## config.mk

```make
export PLATFORM = sky130hd
export DESIGN_NAME = hwag_coil_bank_flat
export DESIGN_NICKNAME = d
export VERILOG_FILES = /design/src/rtl/hwag_pkg.sv /design/src/rtl/hwag_coil_bank_if.sv /design/src/rtl/hwag_coil_channel.sv /design/src/rtl/hwag_coil_bank.sv /design/src/flat_wrapper.sv
export SDC_FILE = /design/constraint.sdc
export NUM_CORES = 1
export LEC_CHECK = 0
export BUFFER_PORTS_ARGS = -buffer_cell sky130_fd_sc_hd__clkbuf_2
export CORE_AREA = 2 2 209 211
export DETAILED_ROUTE_END_ITERATION = 6
export DIE_AREA = 0 0 211 213
export GPL_ROUTABILITY_DRIVEN = 0
export GPL_TIMING_DRIVEN = 1
export PLACE_DENSITY = 0.71
export SLEW_MARGIN = 20
export SYNTH_ARGS = -nofsm -noshare
export SYNTH_HDL_FRONTEND = slang
export SYNTH_SLANG_ARGS = --single-unit
```

## constraint.sdc

```tcl
create_clock -name clk -period 16.59 [get_ports clk]
set_clock_uncertainty 0.1 [all_clocks]
set_input_delay 2.4885 -clock clk [delete_from_list [all_inputs] [get_ports clk]]
set_output_delay 2.4885 -clock clk [all_outputs]
set_load 0.01 [all_outputs]
```

## src/rtl/hwag_pkg.sv

```systemverilog
// Shared types and constants for the HWAG coil bank: channel state encoding,
// default angle-counter geometry and the angle range check.
package hwag_pkg;

  typedef enum logic [1:0] {
    IDLE     = 2'd0,
    WAIT_SET = 2'd1,
    DWELL    = 2'd2
  } ch_state_e;

  localparam int ACNT_TOP_DEF   = 3839;
  localparam int ACNT_WIDTH_DEF = 24;

  function automatic logic angle_in_range(input logic [63:0] angle, input logic [63:0] top);
    return (angle <= top);
  endfunction

endpackage

```

## src/rtl/hwag_coil_bank_if.sv

```systemverilog
// Shadow-register write bus of the coil bank; the writer holds the master
// modport, the bank holds the slave modport and answers with wr_err.
interface hwag_coil_bank_if
  import hwag_pkg::*;
#(
  parameter int CHANNELS   = 4,
  parameter int ACNT_WIDTH = ACNT_WIDTH_DEF
);
  localparam int CH_W = (CHANNELS > 1) ? $clog2(CHANNELS) : 1;

  logic                  wr_ena;
  logic [CH_W-1:0]       wr_ch;
  logic [ACNT_WIDTH-1:0] wr_set;
  logic [ACNT_WIDTH-1:0] wr_reset;
  logic                  wr_err;

  modport master (output wr_ena, output wr_ch, output wr_set, output wr_reset, input wr_err);
  modport slave  (input wr_ena, input wr_ch, input wr_set, input wr_reset, output wr_err);

endinterface

```

## src/rtl/hwag_coil_channel.sv

```systemverilog
// One coil channel: shadow/active angle pair, IDLE/WAIT_SET/DWELL sequencer and,
// with HWAG_DWELL_LIMIT_EN, a dwell timer that cuts long dwells and flags overrun.
module hwag_coil_channel
  import hwag_pkg::*;
#(
  parameter int ACNT_WIDTH = ACNT_WIDTH_DEF,
  parameter int TMR_WIDTH  = 24
) (
  input  logic                  clk,
  input  logic                  rst,
  input  logic                  hwag_start,
  input  logic                  ch_ena,
  input  logic [ACNT_WIDTH-1:0] acnt,
  input  logic                  acnt_step,
  input  logic                  wr_load,
  input  logic [ACNT_WIDTH-1:0] wr_set,
  input  logic [ACNT_WIDTH-1:0] wr_reset,
`ifdef HWAG_DWELL_LIMIT_EN
  input  logic [TMR_WIDTH-1:0]  dwell_max,
`endif
  output logic                  coil_out,
  output logic                  pending,
  output logic                  overrun
);

  ch_state_e             state_q, state_d;
  logic [ACNT_WIDTH-1:0] shd_set_q, shd_set_d, shd_rst_q, shd_rst_d;
  logic [ACNT_WIDTH-1:0] act_set_q, act_set_d, act_rst_q, act_rst_d;
  logic                  pending_q, pending_d, coil_q, coil_d;
  logic                  commit_s, hit_set_s, hit_rst_s, expire_s;
  logic [ACNT_WIDTH-1:0] eff_set_s, eff_rst_s;

`ifdef HWAG_DWELL_LIMIT_EN
  logic [TMR_WIDTH-1:0] timer_q, timer_d;
  logic                 overrun_q, overrun_d;

  // Limit check: a zero dwell_max disables the cut.
  always_comb begin
    expire_s = (dwell_max != {TMR_WIDTH{1'b0}}) && (timer_q == dwell_max);
  end
`else
  assign expire_s = 1'b0;
`endif

  // Commit happens outside DWELL; the set compare in a commit cycle sees the new angles.
  always_comb begin
    commit_s  = acnt_step && pending_q && (state_q != DWELL);
    eff_set_s = act_set_q;
    eff_rst_s = act_rst_q;
    if (commit_s) begin
      eff_set_s = shd_set_q;
      eff_rst_s = shd_rst_q;
    end else begin
      eff_set_s = act_set_q;
      eff_rst_s = act_rst_q;
    end
    hit_set_s = acnt_step && (acnt == eff_set_s) && (eff_set_s != eff_rst_s);
    hit_rst_s = acnt_step && (acnt == act_rst_q);
  end

  // Next-state, register loads and the registered coil drive.
  always_comb begin
    state_d   = state_q;
    shd_set_d = shd_set_q;
    shd_rst_d = shd_rst_q;
    act_set_d = eff_set_s;
    act_rst_d = eff_rst_s;
    pending_d = pending_q;

    if (wr_load) begin
      shd_set_d = wr_set;
      shd_rst_d = wr_reset;
      pending_d = 1'b1;
    end else if (commit_s) begin
      pending_d = 1'b0;
    end else begin
      pending_d = pending_q;
    end

    if (!hwag_start || !ch_ena) begin
      state_d = IDLE;
    end else begin
      case (state_q)
        IDLE:     state_d = WAIT_SET;
        WAIT_SET: begin
          if (hit_set_s) state_d = DWELL;
          else           state_d = WAIT_SET;
        end
        DWELL: begin
          if (hit_rst_s || expire_s) state_d = WAIT_SET;
          else                       state_d = DWELL;
        end
        default:  state_d = IDLE;
      endcase
    end

    coil_d = (state_d == DWELL);
  end

`ifdef HWAG_DWELL_LIMIT_EN
  // Timer restarts on DWELL entry; overrun only when the limit, not the reset angle, ends it.
  always_comb begin
    if ((state_q == DWELL) && (state_d == DWELL)) begin
      timer_d = timer_q + TMR_WIDTH'(1);
    end else begin
      timer_d = {TMR_WIDTH{1'b0}};
    end
    overrun_d = (state_q == DWELL) && hwag_start && ch_ena && !hit_rst_s && expire_s;
  end

  // Dwell timer and overrun pulse registers.
  always_ff @(posedge clk or posedge rst) begin
    if (rst) begin
      timer_q   <= {TMR_WIDTH{1'b0}};
      overrun_q <= 1'b0;
    end else begin
      timer_q   <= timer_d;
      overrun_q <= overrun_d;
    end
  end

  assign overrun = overrun_q;
`else
  assign overrun = 1'b0;
`endif

  // Channel state and angle registers.
  always_ff @(posedge clk or posedge rst) begin
    if (rst) begin
      state_q   <= IDLE;
      shd_set_q <= {ACNT_WIDTH{1'b0}};
      shd_rst_q <= {ACNT_WIDTH{1'b0}};
      act_set_q <= {ACNT_WIDTH{1'b0}};
      act_rst_q <= {ACNT_WIDTH{1'b0}};
      pending_q <= 1'b0;
      coil_q    <= 1'b0;
    end else begin
      state_q   <= state_d;
      shd_set_q <= shd_set_d;
      shd_rst_q <= shd_rst_d;
      act_set_q <= act_set_d;
      act_rst_q <= act_rst_d;
      pending_q <= pending_d;
      coil_q    <= coil_d;
    end
  end

  assign coil_out = coil_q;
  assign pending  = pending_q;

endmodule

```

## src/rtl/hwag_coil_bank.sv

```systemverilog
// N-channel ignition coil scheduler on the HWAG angle counter. The top decodes and
// range-checks shadow writes; HWAG_DWELL_LIMIT_EN adds dwell_max and overrun.
module hwag_coil_bank
  import hwag_pkg::*;
#(
  parameter int CHANNELS   = 4,
  parameter int ACNT_WIDTH = ACNT_WIDTH_DEF,
  parameter int ACNT_TOP   = ACNT_TOP_DEF,
  parameter int TMR_WIDTH  = 24
) (
  input  logic                  clk,
  input  logic                  rst,
  input  logic                  hwag_start,
  input  logic [ACNT_WIDTH-1:0] acnt,
  input  logic                  acnt_step,
  input  logic [CHANNELS-1:0]   ch_ena,
  hwag_coil_bank_if.slave       wr_bus,
`ifdef HWAG_DWELL_LIMIT_EN
  input  logic [TMR_WIDTH-1:0]  dwell_max,
`endif
  output logic [CHANNELS-1:0]   coil_out,
  output logic [CHANNELS-1:0]   pending,
  output logic [CHANNELS-1:0]   overrun
);

  logic                wr_ok_s, wr_err_d, wr_err_q;
  logic [CHANNELS-1:0] wr_load_s;

  // Accept a write only when the channel exists and both angles are on the wheel.
  always_comb begin
    wr_ok_s   = 1'b0;
    wr_err_d  = 1'b0;
    wr_load_s = {CHANNELS{1'b0}};
    if (wr_bus.wr_ena) begin
      wr_ok_s  = (32'(wr_bus.wr_ch) < 32'(CHANNELS))
              && angle_in_range(64'(wr_bus.wr_set), 64'(ACNT_TOP))
              && angle_in_range(64'(wr_bus.wr_reset), 64'(ACNT_TOP));
      wr_err_d = !wr_ok_s;
    end else begin
      wr_ok_s  = 1'b0;
      wr_err_d = 1'b0;
    end
    for (int i = 0; i < CHANNELS; i++) begin
      if (wr_ok_s && (32'(wr_bus.wr_ch) == 32'(i))) wr_load_s[i] = 1'b1;
      else                                          wr_load_s[i] = 1'b0;
    end
  end

  // Rejected-write pulse register.
  always_ff @(posedge clk or posedge rst) begin
    if (rst) wr_err_q <= 1'b0;
    else     wr_err_q <= wr_err_d;
  end

  assign wr_bus.wr_err = wr_err_q;

  for (genvar i = 0; i < CHANNELS; i++) begin : g_ch
    hwag_coil_channel #(
      .ACNT_WIDTH (ACNT_WIDTH),
      .TMR_WIDTH  (TMR_WIDTH)
    ) u_ch (
      .clk        (clk),
      .rst        (rst),
      .hwag_start (hwag_start),
      .ch_ena     (ch_ena[i]),
      .acnt       (acnt),
      .acnt_step  (acnt_step),
      .wr_load    (wr_load_s[i]),
      .wr_set     (wr_bus.wr_set),
      .wr_reset   (wr_bus.wr_reset),
`ifdef HWAG_DWELL_LIMIT_EN
      .dwell_max  (dwell_max),
`endif
      .coil_out   (coil_out[i]),
      .pending    (pending[i]),
      .overrun    (overrun[i])
    );
  end

endmodule

```

## src/flat_wrapper.sv

```systemverilog
// flat-port wrapper written by rule: the top's interface ports become plain ports
module hwag_coil_bank_flat import hwag_pkg::*;
#(
  parameter int CHANNELS   = 4,
  parameter int ACNT_WIDTH = ACNT_WIDTH_DEF,
  parameter int ACNT_TOP   = ACNT_TOP_DEF,
  parameter int TMR_WIDTH  = 24
)
  (clk, rst, hwag_start, acnt, acnt_step, ch_ena, coil_out, pending, overrun, wr_bus_wr_ena, wr_bus_wr_ch, wr_bus_wr_set, wr_bus_wr_reset, wr_bus_wr_err);
  hwag_coil_bank_if #(.CHANNELS(CHANNELS), .ACNT_WIDTH(ACNT_WIDTH)) wr_bus_i ();
  input  logic clk;
  input  logic rst;
  input  logic hwag_start;
  input  logic [ACNT_WIDTH-1:0] acnt;
  input  logic acnt_step;
  input  logic [CHANNELS-1:0] ch_ena;
  output logic [CHANNELS-1:0] coil_out;
  output logic [CHANNELS-1:0] pending;
  output logic [CHANNELS-1:0] overrun;
  input wire logic [$bits(wr_bus_i.wr_ena)-1:0] wr_bus_wr_ena;
  input wire logic [$bits(wr_bus_i.wr_ch)-1:0] wr_bus_wr_ch;
  input wire logic [$bits(wr_bus_i.wr_set)-1:0] wr_bus_wr_set;
  input wire logic [$bits(wr_bus_i.wr_reset)-1:0] wr_bus_wr_reset;
  output wire logic [$bits(wr_bus_i.wr_err)-1:0] wr_bus_wr_err;
  assign wr_bus_i.wr_ena = wr_bus_wr_ena;
  assign wr_bus_i.wr_ch = wr_bus_wr_ch;
  assign wr_bus_i.wr_set = wr_bus_wr_set;
  assign wr_bus_i.wr_reset = wr_bus_wr_reset;
  assign wr_bus_wr_err = wr_bus_i.wr_err;
  hwag_coil_bank #(.CHANNELS(CHANNELS), .ACNT_WIDTH(ACNT_WIDTH), .ACNT_TOP(ACNT_TOP), .TMR_WIDTH(TMR_WIDTH)) u_core (.clk(clk), .rst(rst), .hwag_start(hwag_start), .acnt(acnt), .acnt_step(acnt_step), .ch_ena(ch_ena), .wr_bus(wr_bus_i), .coil_out(coil_out), .pending(pending), .overrun(overrun));
endmodule
```

## Word-level counts from Yosys, hierarchy flattened

Cells that the tools add are included.

| cells by class | value |
|---|---|
| mux-type cells | 38 |
| magnitude comparators | 2 |
| eq/ne operators | 31 |
| reductions and logical operators | 44 |

Operator list:

| operator | count |
|---|---|
| 24-bit == test | 8 |
| 24-bit two-way mux | 8 |
| 24-bit != test | 4 |
| 24-bit by 12-bit less-or-equal comparator with 1-bit output, second input constant | 2 |
| 1-bit logical AND | 25 |
| 2-bit two-way mux | 12 |
| 2-bit case mux with 3 select lines | 4 |
| 2-bit == test, second input constant | 10 |
| 1-bit two-way mux | 14 |
| 2-bit by 1-bit == test with 1-bit output, second input constant | 5 |
| 2-bit logical NOT | 5 |
| 2-bit != test, second input constant | 4 |
| 2-bit nonzero test | 4 |
| 1-bit logical NOT | 6 |
| 1-bit logical OR | 4 |

| word-level totals | value |
|---|---|
| input bits | 83 |
| register bits after elaboration | 401 |
| logic and storage cells | 144 |
| output and inout port bits | 13 |

## Logic depth before layout (Yosys ltp)

Gate-level depths: netlist of run 1.

| depth | value |
|---|---|
| word-level depth | 10 |
| gate-level depth with buffers | 11 |
| mapped depth without buffers | 7 |

## Modules after synthesis

Synthesis of run 1 repeated with hierarchy kept, for this count alone.

| unflattened totals | value |
|---|---|
| cell total of the unflattened synthesis | 2,000 |
| area, all modules | 20,835.0 µm² |

Modules (own cells, without submodules):

| module | times used | seq. area each (µm²) | cells each | area an instance (µm²) |
|---|---|---|---|---|
| hwag_coil_channel | 4 | 2,502.4 | 495 | 5,167.5 |
| hwag_coil_bank | 1 | 25.0 | 20 | 165.2 |

## Worst setup path before layout of run 1

Ideal clock, no wire load.

| timing | value |
|---|---|
| path type | input port to flip-flop |
| from | input port acnt_step |
| to | register u_core.g_ch[2].u_ch.state_q[0] |
| arrival time | 4,146 ps |
| setup slack | 12,226 ps |
| library setup time | 119 ps |
| path buffers | 2 |
| data required time | 16,371 ps |
| cell stages on the path | 9 |
| cell sequence | buf_6 > and2_1 > buf_6 > nand3_2 > and3_1 > or4_1 > nor4_1 > nand3_1 > o21a_1 |

| between the ends | value |
|---|---|
| cells in the longest elaborated chain, start to end | 9 |
| elaborated cells on any way between the ends | 13 |
| classes of those cells | eq/ne: 2; mux: 6; reduce/logical: 5 |

Ends and longest elaborated chain:

| item | line | source |
|---|---|---|
| start: declaration | flat_wrapper.sv:15 | `input logic acnt_step;` |
| 1-bit logical AND (2 in series) | hwag_coil_channel.sv:47 | `commit_s = acnt_step && pending_q && (state_q != DWELL);` |
| 24-bit two-way mux | hwag_coil_channel.sv:50 | `if (commit_s) begin` |
| 24-bit == test | hwag_coil_channel.sv:57 | `hit_set_s = acnt_step && (acnt == eff_set_s) && (eff_set_s != eff_rst_s);` |
| 1-bit logical AND (2 in series) | hwag_coil_channel.sv:57 |  |
| 2-bit two-way mux | hwag_coil_channel.sv:86 | `if (hit_set_s) state_d = DWELL;` |
| 2-bit case mux with 3 select lines * | hwag_coil_channel.sv:83 | `case (state_q)` |
| 2-bit two-way mux * | hwag_coil_channel.sv:80 | `if (!hwag_start \|\| !ch_ena) begin` |
| named net u_core.g_ch[2].u_ch.state_d[0] | hwag_coil_channel.sv:26 | `ch_state_e state_q, state_d;` |
| end signal: assignment | hwag_coil_channel.sv:138 | `state_q <= state_d;` |
| end: declaration | hwag_coil_channel.sv:26 |  |

Mark *: on every way through the listed nets, which the timed path passes. The rest lies on a longest branch.
A chain may end at the register's enable or synchronous reset.

## Worst setup path after layout of run 1

| timing | value |
|---|---|
| from | input port wr_bus_wr_set[15] |
| to | register u_core.g_ch[0].u_ch.shd_rst_q[2] |

| between the ends | value |
|---|---|
| cells in the longest elaborated chain, start to end | 5 |

Ends and longest elaborated chain:

| item | line | source |
|---|---|---|
| start: declaration | flat_wrapper.sv:22 | `input wire logic [$bits(wr_bus_i.wr_set)-1:0] wr_bus_wr_set;` |
| 24-bit by 12-bit less-or-equal comparator with 1-bit output | hwag_pkg.sv:15 | `return (angle <= top);` |
| 1-bit logical AND | hwag_coil_bank.sv:37 | `&& angle_in_range(64'(wr_bus.wr_reset), 64'(ACNT_TOP));` |
| 1-bit two-way mux | hwag_coil_bank.sv:34 | `if (wr_bus.wr_ena) begin` |
| 1-bit logical AND | hwag_coil_bank.sv:44 | `if (wr_ok_s && (32'(wr_bus.wr_ch) == 32'(i))) wr_load_s[i] = 1'b1;` |
| 1-bit two-way mux | hwag_coil_bank.sv:44 |  |
| end signal: assignment | hwag_coil_channel.sv:132 | `shd_rst_q <= {ACNT_WIDTH{1'b0}};` |
| end signal: assignment | hwag_coil_channel.sv:140 | `shd_rst_q <= shd_rst_d;` |
| end: declaration | hwag_coil_channel.sv:27 | `logic [ACNT_WIDTH-1:0] shd_set_q, shd_set_d, shd_rst_q, shd_rst_d;` |

No other way between the ends.

==> impl_metrics.csv, run 1 <==
group,metric,value,unit
sta,slew_violations,0,
worst_hold_path,worstHoldStart,"u_core.g_ch[0].u_ch.shd_rst_q[18]$_DFFE_PP0P_",
synthesis,synth_cells,2095,
worst_setup_path,r2r_slack,13.02,ns
detailed_routing,first_pass_iters,6,
synthesis,synth_top_area_cell,"dfrtp_1",
sta,setup_viol,0,
synthesis,ys_ff_latch,401,
floorplan,placementRows,76,
clocking,cts.root.buffer_cell,"clkbuf_16",
worst_setup_path,r2r_start,"u_core.g_ch[2].u_ch.state_q[1]$_DFF_PP0_",
cells_and_area,syn_to_final_growth,10.4,%
clocking,hold_buffers,0,
worst_setup_path,criticalPathCategory,"in -> reg",
worst_setup_path,critical-path-max-stage-delay,0.71,ns
sta,period_share,33.2,%
synthesis,synthFlopType,"dfrtp_1",
power_and_ir_drop,powerDensity,91.8,nW/um2
global_route,grt_max_degree,111,
global_route,grt_use_total,30.1,%
sta,worstMarginPinSlew,1.08,ns
clocking,path_clk_slew,0.06,ns
synthesis,synth_edf_count,0,
worst_setup_path,critPathRequiredTime,16.96,ns
worst_setup_path,reg2reg_depth,8,
global_route,grt_pass1_vias,16600,
floorplan,coreArea,42700,um2
worst_hold_path,hold_path_class,"reg -> reg",
sta,hold_violations,0,
sta,setup_tns,0,ns
worst_setup_path,path_max_fanout,49,
worst_setup_path,end_kind,"register",
sta,rsz0062_at_grt,"false",
synthesis,yosysUniqueCellTypes,79,
cells_and_area,final_common_cell,"nand2_1",
worst_setup_path,critPathTopFamily,"simple AND/OR/NAND/NOR gates",
synthesis,synth_area,20700,um2
synthesis,synth.top_cell.area_share,48.6,%
clocking,cts_repair_resize_count,0,
detailed_routing,drt-total-wl,66500,um
synthesis,synth_area_leaders,"dfrtp_1 (49%), nand2_1 (7.3%), xnor2_1 (6.5%)",
synthesis,avgSynthCellArea,9.87,um2
clocking,cts_setup_buffers,0,
cells_and_area,layout.nets,2214,
global_route,grt_first_pass_wirelength,101000,um
clocking,cts_max_level,2,
placed_design,dp_hpwl,45600,um
clocking,cts_tree,"built",
floorplan,die_w,211,um
synthesis,ys_warn_count,0,
detailed_routing,routed-via-count,16500,
floorplan,initial_core_util,48.4,%
global_route,overflow,0,
worst_setup_path,timing.rr.end,"u_core.g_ch[2].u_ch.state_q[0]$_DFF_PP0_",
cells_and_area,final_cell_mix,"nand2_1 (404), dfrtp_1 (401), xnor2_1 (154)",
cells_and_area,drive_gt1_share,14.6,%
synthesis,seq_area_frac_synth,48.6,%
placed_design,numPortBuffers,91,
worst_setup_path,path_cells,"clkbuf_2 > nor4_1 > nand4_1 > nor2_1 > and2_1 > nor2b_1 > nand2b_2 > mux2_2",
detailed_routing,drt-vias-per-instance,6.10,
clocking,cts_sinks,401,
detailed_routing,remaining_drc_errors,0,
worst_setup_path,slowest_stage,"nand2b_2",
sta,holdWs,0.390,ns
cells_and_area,antenna_cells,0,
floorplan,die_h,213,um
clocking,clockBufferDepth,3,
power_and_ir_drop,vdd_drop_max,0.0612,mV
worst_setup_path,worstSetupStartpointType,"input pin",
floorplan,io_pins,96,
outcome,status,"finished clean",
worst_setup_path,cp_num_buf_inv,1,
detailed_routing,drtIter0Drc,1900,
clocking,worst_skew_pair.late_latency,0.58,ns
detailed_routing,wl_per_cell,24.6,um
detailed_routing,ant_nets,0,
sta,relSlewSlack,26.0,%
worst_setup_path,crit_arrival,5.88,ns
synthesis,async_flop_share,100,%
global_route,antenna_found_initial,3,
power_and_ir_drop,leakage,0.0114,uW
run,maxCapViolCount,0,
sta,period_needed,5.51,ns
floorplan,die-area,44900,um2
clocking,numCtsBuffers,43,
sta,fmax,181,MHz
worst_hold_path,min_to,"u_core.g_ch[0].u_ch.shd_rst_q[18]$_DFFE_PP0P_",
worst_hold_path,whs_path_depth,1,
[logic make-up (layout without fill, tap and decap cells)]
family | count (synthesis) | in the layout | share of synthesized area [%]
compound gates | 267 | 267 | 8.80
mux | 125 | 125 | 6.74
flops | 401 | 401 | 48.6
xor+xnor | 301 | 301 | 12.8
buf+inv | 213 | 279 | 4.56
other cells | 1 | 4 | 0.0181
simple gates | 787 | 787 | 18.6
[worst max path at each step]
stage,from,end,slack [ns],cells after the start
CTS,wr_bus_wr_set[16],u_core.g_ch[0].u_ch.shd_rst_q[9]$_DFFE_PP0P_,11.25,8
detailed placement,wr_bus_wr_set[16],u_core.g_ch[0].u_ch.shd_rst_q[9]$_DFFE_PP0P_,10.65,8
finish,wr_bus_wr_set[15],u_core.g_ch[0].u_ch.shd_rst_q[2]$_DFFE_PP0P_,11.08,8
global route,wr_bus_wr_set[15],u_core.g_ch[0].u_ch.shd_rst_q[6]$_DFFE_PP0P_,10.88,8
floorplan,rst,u_core.g_ch[0].u_ch.act_rst_q[0]$_DFF_PP0_,2.85,1
global placement,wr_bus_wr_set[16],u_core.g_ch[1].u_ch.shd_rst_q[2]$_DFFE_PP0P_,10.72,8
[through the flow]
step           utilization [%]  total power (uW)  instances  setup WS (ns)  area (um2)
6_report                  53.4              2100       2710          11.08       22800
5_1_grt                   53.4              2150       2710          10.88       22800
4_1_cts                   53.4              2100       2710          11.25       22800
3_5_place_dp              50.0              1110       2632          10.65       21400
3_3_place_gp              50.0              1110       2632          10.72       21400
2_1_floorplan                -              1060       2098           2.85       20700
[final cells by class]
| cell class | instances | area (um2) |
|---|---|---|
| inverter | 98 | 375 |
| multi-input combinational | 1484 | 9730 |
| sequential | 401 | 10000 |
| clock buffer | 56 | 1190 |
| clock inverter | 22 | 249 |
| timing repair buffer | 103 | 549 |
| fill | 3695 | 19900 |
| tap | 546 | 683 |
[state kept, by name (all words and copies together), names as in the netlist]
name / cells
u_core.g_ch.u_ch.coil_out: 4
u_core.g_ch.u_ch.act_set_q: 96
u_core.g_ch.u_ch.pending: 4
u_core.g_ch.u_ch.shd_rst_q: 96
u_core.g_ch.u_ch.state_q: 8
u_core.g_ch.u_ch.act_rst_q: 96
u_core.g_ch.u_ch.shd_set_q: 96
u_core.wr_bus.wr_err: 1
[worst register-to-register path: stages (launching register included)]
cell and delay [ns]:
dfrtp_1 0.40, nor2b_1 0.81, nor2_2 0.36, buf_4 0.34, a2111oi_0 0.53, o221ai_1 0.24, nor4_1 0.28, nand3_1 0.18
o21a_1 0.22
[power by group]
part	switching, uW	internal, uW	leakage (uW)
clock network	416	586	0.000723
logic	86.1	27.3	0.00531
registers	0.790	979	0.00541
[synth_stat cells (8+ instances only)]
master and count:
xor2_1 147, nor3_1 24, a2111oi_0 10, nand2_1 404, inv_1 97, o221ai_1 14
buf_1 15, mux2i_1 12, clkbuf_1 50, nor2b_1 62, nand2b_1 13, mux2_2 113
a31oi_1 12, o2bb2ai_1 8, nand4_1 55, o22ai_1 31, nand3_1 36, nor2_1 33
o21ai_0 84, buf_2 27, nor4_1 52, xnor2_1 154, and2_1 66, a222oi_1 8
dfrtp_1 401, a21oi_1 25, a221oi_1 12, buf_4 16
[layer usage]
metal,global-route usage (%),vias to the layer above,part of all wire (%)
met3,7.81,250,12
met1,40.6,8084,40
met4,15.3,2,5.5
met5,0,-,0.017
met2,45.0,1014,43
li1,-,7174,-
Note: power is estimated with default switching activity, not from simulation.
==> inputs of run 2 (changes only) <==
clock period = 5.1 ns   (was 16.59 ns; I/O delays follow)
==> run 2 against run 1 <==
Combinational power rose to 3.3 times the previous value. Die area unchanged. Flip-flop and latch count unchanged. Critical path type unchanged. Register-to-register slack worse by 11 ns. Clock-buffer cell count up 5. Core utilization up 0.48 points.
==> impl_metrics.csv, run 2 (synthesis gave the netlist of run 1 again) <==
group,metric,value,unit
worst_setup_path,path_max_fanout,49,
clocking,clockBufferDepth,3,
worst_setup_path,reg2reg_depth,7,
detailed_routing,wl_per_cell,24.1,um
placed_design,dpl_cell_area,21500,um2
clocking,cts_setup_buffers,0,
worst_setup_path,end_kind,"register",
sta,holdWs,0.250,ns
clocking,hold_buffers,0,
cells_and_area,final_cell_mix,"nand2_1 (403), dfrtp_1 (401), xnor2_1 (154)",
sta,rsz0062_at_grt,"false",
worst_setup_path,critPathLaunch,"wr_bus_wr_set[16]",
clocking,cts_tree,"built",
global_route,antenna_found_initial,3,
detailed_routing,remaining_drc_errors,0,
cells_and_area,instances_no_fill,2721,
placed_design,dp_cells,2640,
floorplan,coreArea,42700,um2
clocking,cts.root.buffer_cell,"clkbuf_16",
detailed_routing,drtIter0Drc,2165,
power_and_ir_drop,vdd_drop_max,0.284,mV
detailed_routing,drt-vias-per-instance,6.09,
placed_design,place_ws,0.898,ns
run,maxCapViolCount,0,
worst_setup_path,timing.rr.end,"u_core.g_ch[2].u_ch.coil_out$_DFF_PP0_",
cells_and_area,syn_to_final_growth,11.4,%
worst_setup_path,crit_arrival,4.21,ns
worst_setup_path,critical-path-max-stage-delay,0.80,ns
global_route,overflow,0,
clocking,cts_max_level,2,
global_route,grt_use_total,29.5,%
global_route,grt_max_degree,144,
global_route,grt_pass1_vias,16700,
sta,period_share,76.0,%
clocking,numCtsBuffers,43,
placed_design,dp_hpwl,45900,um
clocking,path_clk_slew,0.06,ns
sta,relSlewSlack,31.1,%
power_and_ir_drop,internal_power,5420,uW
sta,fmax,258,MHz
power_and_ir_drop,p_clk_share,49.2,%
power_and_ir_drop,power_frac_comb,5.3,%
cells_and_area,n_fill_cell,3751,
worst_setup_path,r2r_start,"u_core.g_ch[2].u_ch.state_q[1]$_DFF_PP0_",
detailed_routing,drt-total-wl,65500,um
sta,worstMarginPinSlew,1.03,ns
detailed_routing,ant_nets,0,
worst_setup_path,critPathRequiredTime,5.44,ns
cells_and_area,layout.nets,2222,
sta,setup_slack,1.22,ns
detailed_routing,routed-via-count,16600,
cells_and_area,final_common_cell,"nand2_1",
global_route,grt_first_pass_wirelength,99700,um
detailed_routing,first_pass_iters,6,
outcome,status,"finished clean",
sta,hold_violations,0,
clocking,worst_skew_pair.late_latency,0.56,ns
worst_setup_path,worstSetupStartpointType,"input pin",
clocking,cts_sinks,401,
floorplan,placementRows,76,
power_and_ir_drop,powerDensity,304,nW/um2
power_and_ir_drop,power.switching_fraction,22.6,%
floorplan,io_pins,96,
sta,slew_violations,0,
worst_setup_path,slowest_stage,"nor4_1",
power_and_ir_drop,p_seq_share,45.5,%
floorplan,die_h,213,um
placed_design,numPortBuffers,91,
sta,period_needed,3.88,ns
cells_and_area,design_area,23000,um2
worst_setup_path,path_cells,"clkbuf_2 > nor4_1 > nand4_1 > nor2_1 > and2_1 > nor2b_1 > nand2b_2 > mux2_2",
floorplan,die-area,44900,um2
floorplan,die_w,211,um
power_and_ir_drop,leakage,0.0115,uW
clocking,cts_repair_resize_count,0,
floorplan,initial_core_util,48.4,%
worst_setup_path,r2r_slack,1.76,ns
worst_setup_path,critPathTopFamily,"simple AND/OR/NAND/NOR gates",
worst_hold_path,hold_path_class,"in -> async",
sta,setup_viol,0,
worst_setup_path,criticalPathCategory,"in -> reg",
worst_setup_path,cp_num_buf_inv,1,
power_and_ir_drop,netSwitchingPower,1590,uW
cells_and_area,drive_gt1_share,15.0,%
## run 2: power by group through the flow
stage | clock [uW] | sequential (uW) | combinational [uW]
6_report | 3450 | 3190 | 370
3_5_place_dp | 0 | 3240 | 359
2_1_floorplan | 0 | 3250 | 190
5_1_grt | 3620 | 3180 | 388
3_3_place_gp | 0 | 3240 | 357
4_1_cts | 3480 | 3190 | 361
## run 2: area by class of cell
| cell class | instances | area (um2) | share of cell area [%] |
|---|---|---|---|
| diodes | 3 | 7.51 | 0.0326 |
| clock buffers | 61 | 1280 | 5.54 |
| clock inverters | 17 | 285 | 1.24 |
| inverters | 98 | 372 | 1.61 |
| multi-input cells | 1484 | 9730 | 42.3 |
| flip-flops and latches | 401 | 10000 | 43.6 |
| well taps | 546 | 683 | 2.97 |
| repair buffers | 111 | 631 | 2.74 |
## run 2: through the flow
| step | utilization, % | TNS, ns | total power (uW) |
|---|---|---|---|
| floorplan | - | -467.07 | 3440 |
| global placement | 50.2 | 0 | 3600 |
| detailed placement | 50.2 | 0 | 3600 |
| CTS | 53.9 | 0 | 7020 |
| global route | 53.9 | 0 | 7190 |
| finish | 53.9 | 0 | 7000 |
## run 2: worst max path at each step
stage,cells after the start,to
2_1_floorplan,1,u_core.g_ch[0].u_ch.act_rst_q[0]$_DFF_PP0_
3_3_place_gp,8,u_core.g_ch[0].u_ch.shd_rst_q[9]$_DFFE_PP0P_
3_5_place_dp,8,u_core.g_ch[0].u_ch.shd_rst_q[9]$_DFFE_PP0P_
4_1_cts,8,u_core.g_ch[0].u_ch.shd_rst_q[9]$_DFFE_PP0P_
5_1_grt,8,u_core.g_ch[0].u_ch.shd_rst_q[9]$_DFFE_PP0P_
6_report,8,u_core.g_ch[0].u_ch.shd_set_q[10]$_DFFE_PP0P_
## run 2: per-layer routing
layer	global-route usage, %	share of wire (%)
met4	14.2	5.4
met5	0	0
met1	41.0	41
met3	6.32	10
met2	44.1	43
==> inputs of run 3 (changes only) <==
clock period = 3.98 ns   (was 5.1 ns; I/O delays follow)
==> run 3 against run 2 <==
The run now ends with DRC left. Die area is the same. Design area grew 0.66%. Global-route usage grew 1.1 points. First-iteration DRC count is essentially flat. Critical endpoint is now u_core.g_ch[1].u_ch.shd_set_q[8]$_DFFE_PP0P_. Largest cell class unchanged. Largest power group unchanged.
==> impl_metrics.csv, run 3 (synthesis gave the netlist of run 1 again) <==
group,metric,value,unit
clocking,cts_setup_buffers,0,
detailed_routing,ant_nets,0,
detailed_routing,drt-total-wl,67700,um
clocking,path_clk_slew,0.06,ns
sta,period_needed,3.19,ns
global_route,grt_max_degree,106,
worst_setup_path,cp_num_buf_inv,2,
placed_design,place_ws,0.258,ns
sta,setup_slack,0.790,ns
floorplan,initial_core_util,48.4,%
outcome,status,"finished, violations left",
cells_and_area,syn_to_final_growth,12.1,%
run,maxCapViolCount,0,
global_route,grt_use_total,30.6,%
clocking,cts_sinks,401,
worst_setup_path,path_max_fanout,44,
worst_setup_path,slowest_stage,"nor4_1",
worst_setup_path,worst-path-stages,9,
cells_and_area,utilization,54.3,%
sta,setup_tns,0,ns
power_and_ir_drop,vdd_drop_max,0.248,mV
floorplan,coreArea,42700,um2
sta,holdWs,0.00743,ns
detailed_routing,remaining_drc_errors,11,
sta,relSlewSlack,37.9,%
detailed_routing,first_pass_iters,7,
floorplan,die-area,44900,um2
clocking,cts_repair_resize_count,0,
global_route,grt_first_pass_wirelength,102000,um
cells_and_area,layout.nets,2250,
worst_setup_path,end_kind,"register",
clocking,numCtsBuffers,43,
floorplan,io_pins,96,
sta,rsz0062_at_grt,"false",
cells_and_area,antenna_cells,0,
power_and_ir_drop,leakage,0.0116,uW
worst_setup_path,worstSetupStartpointType,"input pin",
placed_design,dp_hpwl,48300,um
worst_setup_path,critical-path-max-stage-delay,0.71,ns
sta,hold_violations,0,
power_and_ir_drop,powerDensity,378,nW/um2
sta,fmax,313,MHz
clocking,cts.root.buffer_cell,"clkbuf_16",
cells_and_area,final_common_cell,"nand2_1",
cells_and_area,final_cell_mix,"nand2_1 (403), dfrtp_1 (401), xnor2_1 (154)",
floorplan,die_h,213,um
sta,period_share,80.2,%
cells_and_area,multiInputGateArea,9730,um2
global_route,overflow,0,
outcome,violations,"DRC",
worst_setup_path,reg2reg_depth,7,
sta,slew_violations,0,
cells_and_area,drive_gt1_share,15.8,%
worst_setup_path,crit_arrival,3.53,ns
clocking,hold_buffers,0,
worst_setup_path,critPathTopFamily,"simple AND/OR/NAND/NOR gates",
detailed_routing,wl_per_cell,24.7,um
worst_setup_path,criticalPathCategory,"in -> reg",
sta,worstMarginPinSlew,0.928,ns
worst_setup_path,critPathRequiredTime,4.32,ns
detailed_routing,routed-via-count,16800,
worst_setup_path,path_cells,"clkbuf_2 > nor4_1 > nand4_1 > nor2_1 > and2_1 > nor2b_1 > buf_4 > nand2_2 > mux2_2",
global_route,antenna_found_initial,0,
global_route,grt_pass1_vias,16600,
placed_design,numPortBuffers,91,
sta,setup_viol,0,
clocking,worst_skew_pair.late_latency,0.56,ns
floorplan,die_w,211,um
clocking,cts_tree,"built",
clocking,clockBufferDepth,3,
floorplan,placementRows,76,
cells_and_area,n_fill_cell,3702,
cells_and_area,regArea,10000,um2
power_and_ir_drop,fin_total_pwr,8750,uW
worst_hold_path,hold_path_class,"in -> async",
detailed_routing,drt-vias-per-instance,6.14,
clocking,cts_max_level,2,
detailed_routing,drtIter0Drc,2166,
run 3: final timing paths:
check	to	startpoint	slack (ns)
max in group asynchronous	u_core.g_ch[2].u_ch.shd_rst_q[9]$_DFFE_PP0P_	rst	2.71
max reg2reg	u_core.g_ch[2].u_ch.state_q[0]$_DFF_PP0_	u_core.g_ch[2].u_ch.state_q[1]$_DFF_PP0_	0.79
min reg2reg	u_core.g_ch[3].u_ch.shd_rst_q[13]$_DFFE_PP0P_	u_core.g_ch[3].u_ch.shd_rst_q[13]$_DFFE_PP0P_	0.39
min in group clk	u_core.g_ch[3].u_ch.state_q[0]$_DFF_PP0_	ch_ena[3]	0.23
min	u_core.g_ch[3].u_ch.act_rst_q[9]$_DFF_PP0_	rst	0.007
max	u_core.g_ch[1].u_ch.shd_set_q[8]$_DFFE_PP0P_	wr_bus_wr_set[16]	0.79
run 3: area by class of cell:
class | count | share of cell area (%)
clock buffers | 64 | 5.60
clock inverters | 9 | 0.648
inverters | 98 | 1.60
repair buffers | 139 | 3.90
flip-flops and latches | 401 | 43.3
well taps | 546 | 2.95
multi-input cells | 1484 | 42.0
run 3: worst reg2reg max path, cell delays in order (launching register included):
cell	delay (ns)
dfrtp_1	0.41
nor2b_1	0.71
o21ai_0	0.29
and3_1	0.26
or4_1	0.59
nor4_1	0.31
nand3_1	0.20
o21a_1	0.22
run 3: layer usage:
metal	track usage, %	vias up	wire length (um)	part of all wire, %
li1	-	7267	-	-
met5	0	-	0	0
met1	41.1	8223	26700	39
met3	8.71	249	8380	12
met2	45.1	1088	28600	42
met4	15.7	0	4050	6.0
run 3: metrics by stage:
stage | instance area, um2 | cells
6_report | 23200 | 2741
5_1_grt | 23200 | 2741
4_1_cts | 23200 | 2741
3_5_place_dp | 21700 | 2668
3_3_place_gp | 21700 | 2668
2_1_floorplan | 20700 | 2098
run 3: power by group:
group / switching, uW / leakage, uW / total, uW / internal (uW)
clock network: 1660 / 0.000706 / 4160 / 2500
logic: 370 / 0.00550 / 506 / 136
registers: 3.23 / 0.00541 / 4080 / 4080
